File: config.mk
export PLATFORM = sky130hd
export DESIGN_NAME = ibex_rf_wb_buffer
export DESIGN_NICKNAME = d
export VERILOG_FILES = /design/src/rtl/ibex_rf_wb_pkg.sv /design/src/rtl/ibex_rf_wb_fwd_match.sv /design/src/rtl/ibex_rf_wb_buffer.sv
export SDC_FILE = /design/constraint.sdc
export NUM_CORES = 1
export LEC_CHECK = 0
export CAP_MARGIN = 30
export CORE_UTILIZATION = 55
export CTS_CLUSTER_SIZE = 10
export DETAILED_ROUTE_END_ITERATION = 12
export DONT_BUFFER_PORTS = 1
export PLACE_DENSITY = 0.67
export SLEW_MARGIN = 25
export SYNTH_ARGS = -nofsm -noshare
export SYNTH_HDL_FRONTEND = slang
export SYNTH_SLANG_ARGS = --single-unit
export TNS_END_PERCENT = 100
File: constraint.sdc
create_clock -name clk_i -period 11.8 [get_ports clk_i]
set_clock_uncertainty 0.2 [all_clocks]
set_input_delay 2.36 -clock clk_i [delete_from_list [all_inputs] [get_ports clk_i]]
set_output_delay 2.36 -clock clk_i [all_outputs]
set_load 0.02 [all_outputs]
File: src/rtl/ibex_rf_wb_pkg.sv
// ibex_rf_wb_pkg: shared types and constants for the register-file writeback buffer
package ibex_rf_wb_pkg;
    localparam int unsigned RfWbDataWidth = 32;
    localparam logic [4:0] RegZero = 5'd0;
    typedef struct packed {
        logic                     valid;
        logic [4:0]               addr;
        logic [RfWbDataWidth-1:0] data;
    } rf_wb_entry_t;
    typedef enum logic {RfWbRun, RfWbDrain} rf_wb_state_e;
endpackage

File: src/rtl/ibex_rf_wb_fwd_match.sv
// ibex_rf_wb_fwd_match: youngest-match selector over the queued writes for one read port
module ibex_rf_wb_fwd_match
    import ibex_rf_wb_pkg::*;
#(
    parameter int unsigned Depth     = 4,
    parameter int unsigned DataWidth = 32,
    localparam int unsigned PtrW     = $clog2(Depth)
) (
    input  logic [Depth-1:0]     valid_i,
    input  logic [4:0]           addr_i [Depth],
    input  logic [DataWidth-1:0] data_i [Depth],
    input  logic [PtrW-1:0]      rptr_i,
    input  logic [4:0]           raddr_i,
    output logic                 hit_o,
    output logic [DataWidth-1:0] data_o
);
    // Walk oldest to youngest from the head so the last hit is the youngest one.
    always_comb begin
        hit_o  = 1'b0;
        data_o = '0;
        for (int k = 0; k < Depth; k++) begin
            if (valid_i[rptr_i + PtrW'(k)] && addr_i[rptr_i + PtrW'(k)] == raddr_i &&
                raddr_i != RegZero) begin
                hit_o  = 1'b1;
                data_o = data_i[rptr_i + PtrW'(k)];
            end
        end
    end
endmodule

File: src/rtl/ibex_rf_wb_buffer.sv
// ibex_rf_wb_buffer: in-order write queue in front of the register file with read forwarding
module ibex_rf_wb_buffer
    import ibex_rf_wb_pkg::*;
#(
    parameter int unsigned Depth     = 4,
    parameter int unsigned DataWidth = 32,
    parameter bit          RV32E     = 1'b0
) (
    input  logic                       clk_i,
    input  logic                       rst_ni,
    input  logic                       wb_valid_i,
    output logic                       wb_ready_o,
    input  logic [4:0]                 wb_addr_i,
    input  logic [DataWidth-1:0]       wb_data_i,
    input  logic                       flush_i,
    output logic                       drain_done_o,
    input  logic                       rf_stall_i,
    output logic                       rf_we_o,
    output logic [4:0]                 rf_waddr_o,
    output logic [DataWidth-1:0]       rf_wdata_o,
    input  logic [4:0]                 raddr_a_i,
    input  logic [4:0]                 raddr_b_i,
    output logic                       fwd_a_valid_o,
    output logic                       fwd_b_valid_o,
    output logic [DataWidth-1:0]       fwd_a_data_o,
    output logic [DataWidth-1:0]       fwd_b_data_o,
    output logic                       empty_o,
    output logic [$clog2(Depth):0]     count_o,
    output logic                       addr_err_o
);
    localparam int unsigned PtrW = $clog2(Depth);
    localparam int unsigned CntW = PtrW + 1;

    rf_wb_state_e         state_q, state_d;
    logic [PtrW-1:0]      wptr_q, rptr_q;
    logic [CntW-1:0]      count_q, count_d;
    logic [Depth-1:0]     valid_q;
    logic [4:0]           addr_q [Depth];
    logic [DataWidth-1:0] data_q [Depth];
    logic                 empty, full, accept, addr_bad, store, pop;
    logic                 done_d, drain_done_q, addr_err_q;

    assign empty    = count_q == '0;
    assign full     = count_q == CntW'(Depth);
    assign accept   = wb_valid_i && wb_ready_o;
    assign addr_bad = RV32E && wb_addr_i[4];
    assign store    = accept && wb_addr_i != RegZero && !addr_bad;
    assign rf_we_o  = !empty && !rf_stall_i;
    assign pop      = rf_we_o;
    assign count_d  = count_q + CntW'(store) - CntW'(pop);

    always_ff @(posedge clk_i or negedge rst_ni) begin
        if (!rst_ni) begin
            state_q      <= RfWbRun;
            drain_done_q <= 1'b0;
            addr_err_q   <= 1'b0;
        end else begin
            state_q      <= state_d;
            drain_done_q <= done_d;
            addr_err_q   <= accept && addr_bad;
        end
    end

    // A flush that finds the queue already empty finishes at once without visiting DRAIN.
    always_comb begin
        state_d = (state_q == RfWbDrain || flush_i) && count_d != '0 ? RfWbDrain : RfWbRun;
    end

    always_comb begin
        wb_ready_o = !full && state_q == RfWbRun;
        done_d     = (state_q == RfWbDrain || flush_i) && count_d == '0;
    end

    always_ff @(posedge clk_i or negedge rst_ni) begin
        if (!rst_ni) begin
            valid_q <= '0;
            wptr_q  <= '0;
            rptr_q  <= '0;
            count_q <= '0;
        end else begin
            if (pop) begin
                valid_q[rptr_q] <= 1'b0;
                rptr_q          <= rptr_q + 1'b1;
            end
            if (store) begin
                valid_q[wptr_q] <= 1'b1;
                wptr_q          <= wptr_q + 1'b1;
            end
            count_q <= count_d;
        end
    end

    // Payload needs no reset: valid_q and the empty mask gate every use of it.
    always_ff @(posedge clk_i) begin
        if (store) begin
            addr_q[wptr_q] <= wb_addr_i;
            data_q[wptr_q] <= wb_data_i;
        end
    end

    assign rf_waddr_o   = empty ? RegZero : addr_q[rptr_q];
    assign rf_wdata_o   = empty ? '0 : data_q[rptr_q];
    assign empty_o      = empty;
    assign count_o      = count_q;
    assign drain_done_o = drain_done_q;
    assign addr_err_o   = addr_err_q;

    ibex_rf_wb_fwd_match #(.Depth(Depth), .DataWidth(DataWidth)) u_fwd_a (
        .valid_i (valid_q),
        .addr_i  (addr_q),
        .data_i  (data_q),
        .rptr_i  (rptr_q),
        .raddr_i (raddr_a_i),
        .hit_o   (fwd_a_valid_o),
        .data_o  (fwd_a_data_o)
    );

    ibex_rf_wb_fwd_match #(.Depth(Depth), .DataWidth(DataWidth)) u_fwd_b (
        .valid_i (valid_q),
        .addr_i  (addr_q),
        .data_i  (data_q),
        .rptr_i  (rptr_q),
        .raddr_i (raddr_b_i),
        .hit_o   (fwd_b_valid_o),
        .data_o  (fwd_b_data_o)
    );
endmodule

# After elaboration in Yosys (flattened, before gate mapping)
# Index checks and enable logic that the tools add are counted.
[word_totals] output_inout_bits=111 regBits=161 inputBits=52
[classes] n_mux=63 n_reduce_logical=35 n_eq_ne=9 n_bitwise=9 magnitude_cmp=13 addsub=6
[op_table] op="two-way mux 32 bit" count=18
[op_table] op="binary-select mux 32 bit (select 2 bit)" count=4
[op_table] op="bitwise mux 128 bit" count=1
[op_table] op="demux 32 bit (select 2 bit)" count=1
[op_table] op="two-way mux 5 bit" count=10
[op_table] op="binary-select mux 5 bit (select 2 bit)" count=4
[op_table] op="== test 5 bit" count=8
[op_table] op="logical AND 1 bit" count=25
[op_table] op="bitwise mux 20 bit" count=1
[op_table] op=">= comparator 3 bit (second input constant)" count=5
[op_table] op="less-than comparator 2 x 3 -> 1 bit (second input constant)" count=5
[op_table] op="two-way mux 1 bit" count=15
[op_table] op="inverter 2 -> 3 bit" count=5
[op_table] op="nonzero test 5 bit" count=3
[op_table] op="demux 5 bit (select 2 bit)" count=1
[op_table] op="binary-select mux 1 bit (select 2 bit)" count=4
[op_table] op="two-way mux 4 bit" count=2
[op_table] op="zero test 3 bit" count=2
[op_table] op="adder 2 x 1 -> 2 bit (second input constant)" count=2
[op_table] op="adder 2 bit (second input constant)" count=2
[op_table] op="bitwise AND 4 bit" count=1
[op_table] op="demux 1 bit (select 2 bit)" count=2
[op_table] op=">= comparator 2 x 1 -> 1 bit (second input constant)" count=2
[op_table] op="inverter 4 bit" count=1
[op_table] op="9 further kinds" count=11

# Depth between registers and ports, before layout
[depth] word_depth=11 ltp_mapped=18 depth_no_buf=12

# By module
# A second synthesis with hierarchy kept.
[unflattened] cells_unflattened=1606 hier_area_um2=17057.6
[by_module_without_submodules] mod="ibex_rf_wb_fwd_match" area_per_inst_um2=5387.7 cells_per_inst=654 instances=2
[by_module_without_submodules] mod="ibex_rf_wb_buffer" area_per_inst_um2=6282.3 cells_per_inst=298 instances=1

# Worst setup path after synthesis
# Ideal clock, no wire load.
[synth_timing] path_kind="input port to output port" startpoint="input port raddr_b_i[3]" endpoint="output port fwd_b_data_o[10]" setup_slack_ns=5.053 stages=8 arrival_ns=4.187 cell_sequence="clkbuf_1 -> nor2b_1 -> a222oi_1 -> nand4_1 -> nor3_4 -> o221ai_2 -> buf_2 -> o221ai_1"
[synth_between] elab_chain_len=7 word_cells_on_any_way=17
[synth_rtl] item="start: declaration" line="ibex_rf_wb_buffer.sv:22" text="input logic [4:0] raddr_b_i,"
[synth_rtl] item="== test 5 bit" line="ibex_rf_wb_fwd_match.sv:22" text="if (valid_i[rptr_i + PtrW'(k)] && addr_i[rptr_i + PtrW'(k)] == raddr_i &&"
[synth_rtl] item="logical AND 1 bit (2 in series)" line="ibex_rf_wb_fwd_match.sv:22"
[synth_rtl] item="two-way mux 32 bit (3 in series)" line="ibex_rf_wb_fwd_match.sv:22"
[synth_rtl] item="two-way mux 32 bit *" line="ibex_rf_wb_fwd_match.sv:22"
[synth_rtl] item="end: declaration" line="ibex_rf_wb_buffer.sv:26" text="output logic [DataWidth-1:0] fwd_b_data_o,"
# Every way passes the cells marked *; elsewhere a longest branch is shown, timed or not.

# Worst setup path after layout
[layout_timing] startpoint="register rptr_q[0]" endpoint="output port fwd_a_data_o[22]"
[layout_between] elab_chain_len=11 word_cells_on_any_way=55
[layout_rtl] item="start: declaration" line="ibex_rf_wb_buffer.sv:35" text="logic [PtrW-1:0] wptr_q, rptr_q;"
[layout_rtl] item="start signal: assignment" line="ibex_rf_wb_buffer.sv:83" text="rptr_q <= rptr_q + 1'b1;"
[layout_rtl] item="adder 2 x 1 -> 2 bit / inverter 2 -> 3 bit (equally long branches)" line="ibex_rf_wb_fwd_match.sv:22, ibex_rf_wb_fwd_match.sv:25"
[layout_rtl] item="inverter 2 -> 3 bit (not written as such) / binary-select mux 5 bit (select 2 bit) (equally long branches)" line="ibex_rf_wb_fwd_match.sv:22, ibex_rf_wb_fwd_match.sv:25"
[layout_rtl] item="binary-select mux 5 bit (select 2 bit) / two-way mux 5 bit (equally long branches)" line="ibex_rf_wb_fwd_match.sv:22"
[layout_rtl] item="two-way mux 5 bit (not written as such)" line="ibex_rf_wb_fwd_match.sv:22"
[layout_rtl] item="two-way mux 5 bit (not written as such) / == test 5 bit (equally long branches)" line="ibex_rf_wb_fwd_match.sv:22"
[layout_rtl] item="== test 5 bit / logical AND 1 bit (equally long branches)" line="ibex_rf_wb_fwd_match.sv:22"
[layout_rtl] item="logical AND 1 bit" line="ibex_rf_wb_fwd_match.sv:22"
[layout_rtl] item="logical AND 1 bit / two-way mux 32 bit (equally long branches)" line="ibex_rf_wb_fwd_match.sv:22"
[layout_rtl] item="two-way mux 32 bit (2 in series)" line="ibex_rf_wb_fwd_match.sv:22"
[layout_rtl] item="two-way mux 32 bit *" line="ibex_rf_wb_fwd_match.sv:22"
[layout_rtl] item="end: declaration" line="ibex_rf_wb_buffer.sv:25" text="output logic [DataWidth-1:0] fwd_a_data_o,"
# Every way passes the cells marked *; elsewhere a longest branch is shown, timed or not. The select of a mux whose other input is x is not followed.

==> summary.txt <==
Floorplanning
  • Die height: 147.2 microns
  • CORE AREA: 0.02043 sq mm
  • Die X: around 150 microns
  • Top-Level Pins: 163
  • Die area: 0.02166 sq mm
  • Rows: 52
  • Initial Utilization: 56.73%

STA
  • Worst Tran Pin Value: roughly 1.1 ns
  • Fin crit share: between 60% and 70%
  • Max-slew violations: 0
  • RSZ-0062 raised after global routing: false
  • Setup violators final: 0
  • Post-layout min period: 8.119 ns
  • Max Freq: 123.2 MHz
  • Final hold violation count: 0
  • Final worst slack: 3.681 ns
  • Rel. slew slack: a little over a quarter
  • TNS Setup: 0 ns

Worst setup path
  • Setup CP Type: reg -> out
  • CP Launch Type: flip-flop
  • Crit. End Element: primary output
  • Reg-to-reg slack, setup: between 8 and 9 ns
  • Req. time, crit path: 9.24 ns
  • Worst Path Arrival: 5.56 ns
  • Most used cell, CP: buf_4
  • Slowest cell delay on critical path: 0.99 ns
  • Crit-path cells: inv_1, ha_4, buf_4, mux4_2, nand3_1, nor2_4, buf_4, o211ai_4, buf_16, o221ai_1
  • Critical Path Fanout Max: 55
  • CP max-delay cell: dfrtp_4

Power and ir drop
  • Power density over cell area: 258.8 mW/mm^2
  • Pint: 1.840 mW
  • Sw Pwr: about 1.4 mW
  • Comb pwr share: ~58%
  • P_leak: a little under 4 nW
  • Net Sw Frac: 42.46%
  • Seq pwr share: 24.9%
  • Clock power frac: 16.8%
  • Max rail drop VDD: ~0.00019 V

Drt
  • DRT iter0 DRCs: between 700 and 800
  • Wire length per cell: 27.68 microns
  • Vias: between 7000 and 8000
  • Post-DR vias/cell: 7.223
  • DRC: 0
  • ANT nets after route: 0
  • Drt pass-1 iters: 5
  • Post-Route WL: approximately 29000 microns

Finish
  • Cell area after layout: 0.01235 sq mm
  • Area growth, synth to finish: 6.596%
  • Fillers: 1552
  • Share of cells above drive strength 1: between 20% and 30%
  • Layout Nets: 828
  • Antenna cell count: 0

Placed design
  • Post-DP HPWL: 18950 microns
  • I/O Buffers: 0
  • GPL Wtd Cong: approximately 0.86
  • Dpl ws: 4.107 ns
  • Post-DP Area: approximately 0.012 sq mm

Clock tree
  • Number of buffers created by CTS: 17
  • # hold bufs at CTS: 0
  • Worst-skew pair later-pin latency: 0.42 ns
  • Post-CTS sizing: 0
  • CTS root buf: clkbuf_16
  • Post-CTS Setup Repair Bufs: 0
  • Clock Tree Buf Depth: 2
  • Clock sinks: 161
  • CTS tree: built
  • H-Tree Level Count: 4
  • Clock transition at the registers of the reported paths: 0.07 ns

Yosys
  • Sequential-to-total area share from yosys stat: 41.15%
  • Ys flop type: edfxtp_1
  • Syn Inst Count: about 810
  • #FFs+latches synth: 161
  • Post-synth EDFFs: 148
  • Unique cell type count in the Yosys netlist: between 50 and 60
  • Net Count, Synth: around 870
  • Synth async-reset ratio: 8.075%
  • Synth Cell Area: 0.01159 sq mm
  • Syn avg cell area: 14.40 sq um
  • YS warnings: 0

Min path
  • Hold/Removal Path Class: reg -> reg

Global routing
  • First-pass GRT wire length: roughly 45000 microns
  • All-layer global routing usage: 27.88%
  • Vias in the first global route: roughly 7800
  • Congestion Overflow GR: 0
  • Pin count of the biggest net entering global routing: 71
  • Initial antenna violation count: 0

Status
  • Status: completed

Run
  • Max Cap Viol: 0
==> critical path: cells and delay by family (launching register included) <==
kind                     cells  cell delay, ns
multiplexers                 1            0.40
adder cells (fa/ha/maj)      1            0.63
buffers and inverters        4            1.98
flip-flops                   1            0.99
AO/OA/AOI/OAI                2            0.80
AND/OR/NAND/NOR              2            0.23
==> per-stage QoR <==
stage / utilization (%) / hold WS, ns / total power [mW] / std cells
floorplan: - / 0.2749 / 2.367 / 805
global placement: 57.21 / 0.3016 / 2.612 / 1013
detailed placement: 57.34 / 0.3123 / 2.665 / 1014
CTS: 60.17 / 0.3289 / 3.206 / 1046
global route: 60.47 / 0.3555 / 3.380 / 1048
finish: 60.47 / 0.3284 / 3.198 / 1048
==> synth_stat cells, types with 2 or more instances <==
library cell    n  area, sq um
a211o_1         7        61.31
a211oi_1        4        30.03
a21o_1          4        30.03
a21oi_1         2        10.01
and2_1          5        31.28
and3b_1         7        61.31
buf_1           5        18.77
buf_2          29        145.1
buf_4          15        112.6
buf_6           4        45.04
clkbuf_1       21        78.83
dfrtp_1        13        325.3
edfxtp_1      148         4444
ha_1           10        125.1
inv_1          34        127.6
mux2_2          2        22.52
mux2i_1        63        630.6
mux4_2        150         3378
nand2_1        66        247.7
nand3_1        10        50.05
nand3b_1        3        22.52
nand4_1         8        50.05
nor2_1         13        48.80
nor2_2          3        18.77
nor2b_1        36        225.2
nor3_1          7        35.03
nor3b_1         3        22.52
o21ai_0         4        20.02
o21ai_1         3        15.01
o221a_1         6        67.56
o221ai_1       43        376.6
o221ai_2        8        120.1
or2_1           3        18.77
or3_1           7        43.79
or4_1           2        15.01
xnor2_1        42        367.9
==> cells in the final DEF (no fill, tap or decap), types with 6 or more instances in the layout <==
master | Yosys | layout
nand4_1 | 8 | 8
dfrtp_1 | 13 | 11
nand2_1 | 66 | 66
o221ai_1 | 43 | 43
nand3_1 | 10 | 10
nor2_1 | 13 | 10
buf_4 | 15 | 11
or3_1 | 7 | 7
mux2i_1 | 63 | 63
edfxtp_1 | 148 | 148
nor3_1 | 7 | 6
and3b_1 | 7 | 7
o221a_1 | 6 | 6
o221ai_2 | 8 | 7
xnor2_1 | 42 | 42
clkbuf_16 | 0 | 17
a211o_1 | 7 | 7
mux4_2 | 150 | 150
inv_1 | 34 | 34
nor2b_1 | 36 | 36
ha_1 | 10 | 9
==> metal layers <==
layer / GRT usage [%] / wire [microns] / share of wire (%)
met1: 34.62 / 10820 / 37
met2: 46.79 / 14750 / 51
met3: 7.578 / 2682 / 9.2
met4: 10.46 / 755 / 2.6
met5: 0 / 0 / 0
==> worst paths after layout <==
kind                       startpoint               end  cells past startpoint
max                         rptr_q[0]  fwd_a_data_o[22]                     10
min in group asynchronous      rst_ni         wptr_q[1]                      0
min reg2reg                   state_q           state_q                      2
max reg2reg                count_o[0]      drain_done_o                     11
min                           state_q           state_q                      2
max in group asynchronous      rst_ni         rptr_q[0]                      0
==> registers in the layout, summed over array words and instances (netlist names) <==
name          count
addr_q           20
drain_done_o      1
valid_q           4
state_q           1
count_o           3
rptr_q            2
wptr_q            2
data_q          128
==> area by class of cell <==
class | count | area, sq um | area share [%]
clock inverters | 14 | 148.9 | 1.205
inverters | 34 | 127.6 | 1.033
well taps | 270 | 337.8 | 2.734
flip-flops and latches | 161 | 4777 | 38.67
repair buffers | 15 | 176.4 | 1.428
multi-input cells | 536 | 6357 | 51.46
clock buffers | 18 | 429.2 | 3.474
==> power groups by stage <==
stage,clock network (mW),registers [mW],logic (mW)
after global routing,0.569,0.812,2.00
final,0.538,0.796,1.86
after floorplan,0,0.738,1.63
after CTS,0.547,0.797,1.86
after detailed placement,0,0.808,1.86
after global placement,0,0.798,1.81
==> kinds of logic after synthesis <==
kind of cell	Yosys count	share of synthesized area, %
other	1	0.03236
AND/OR/NAND/NOR	177	8.032
XOR/XNOR	42	3.174
buffers and inverters	108	4.556
AO/OA/AOI/OAI	89	6.920
multiplexers	216	34.88
adder cells (fa/ha/maj)	11	1.252
flip-flops	161	41.15
Note: power is estimated with default switching activity, not from simulation.
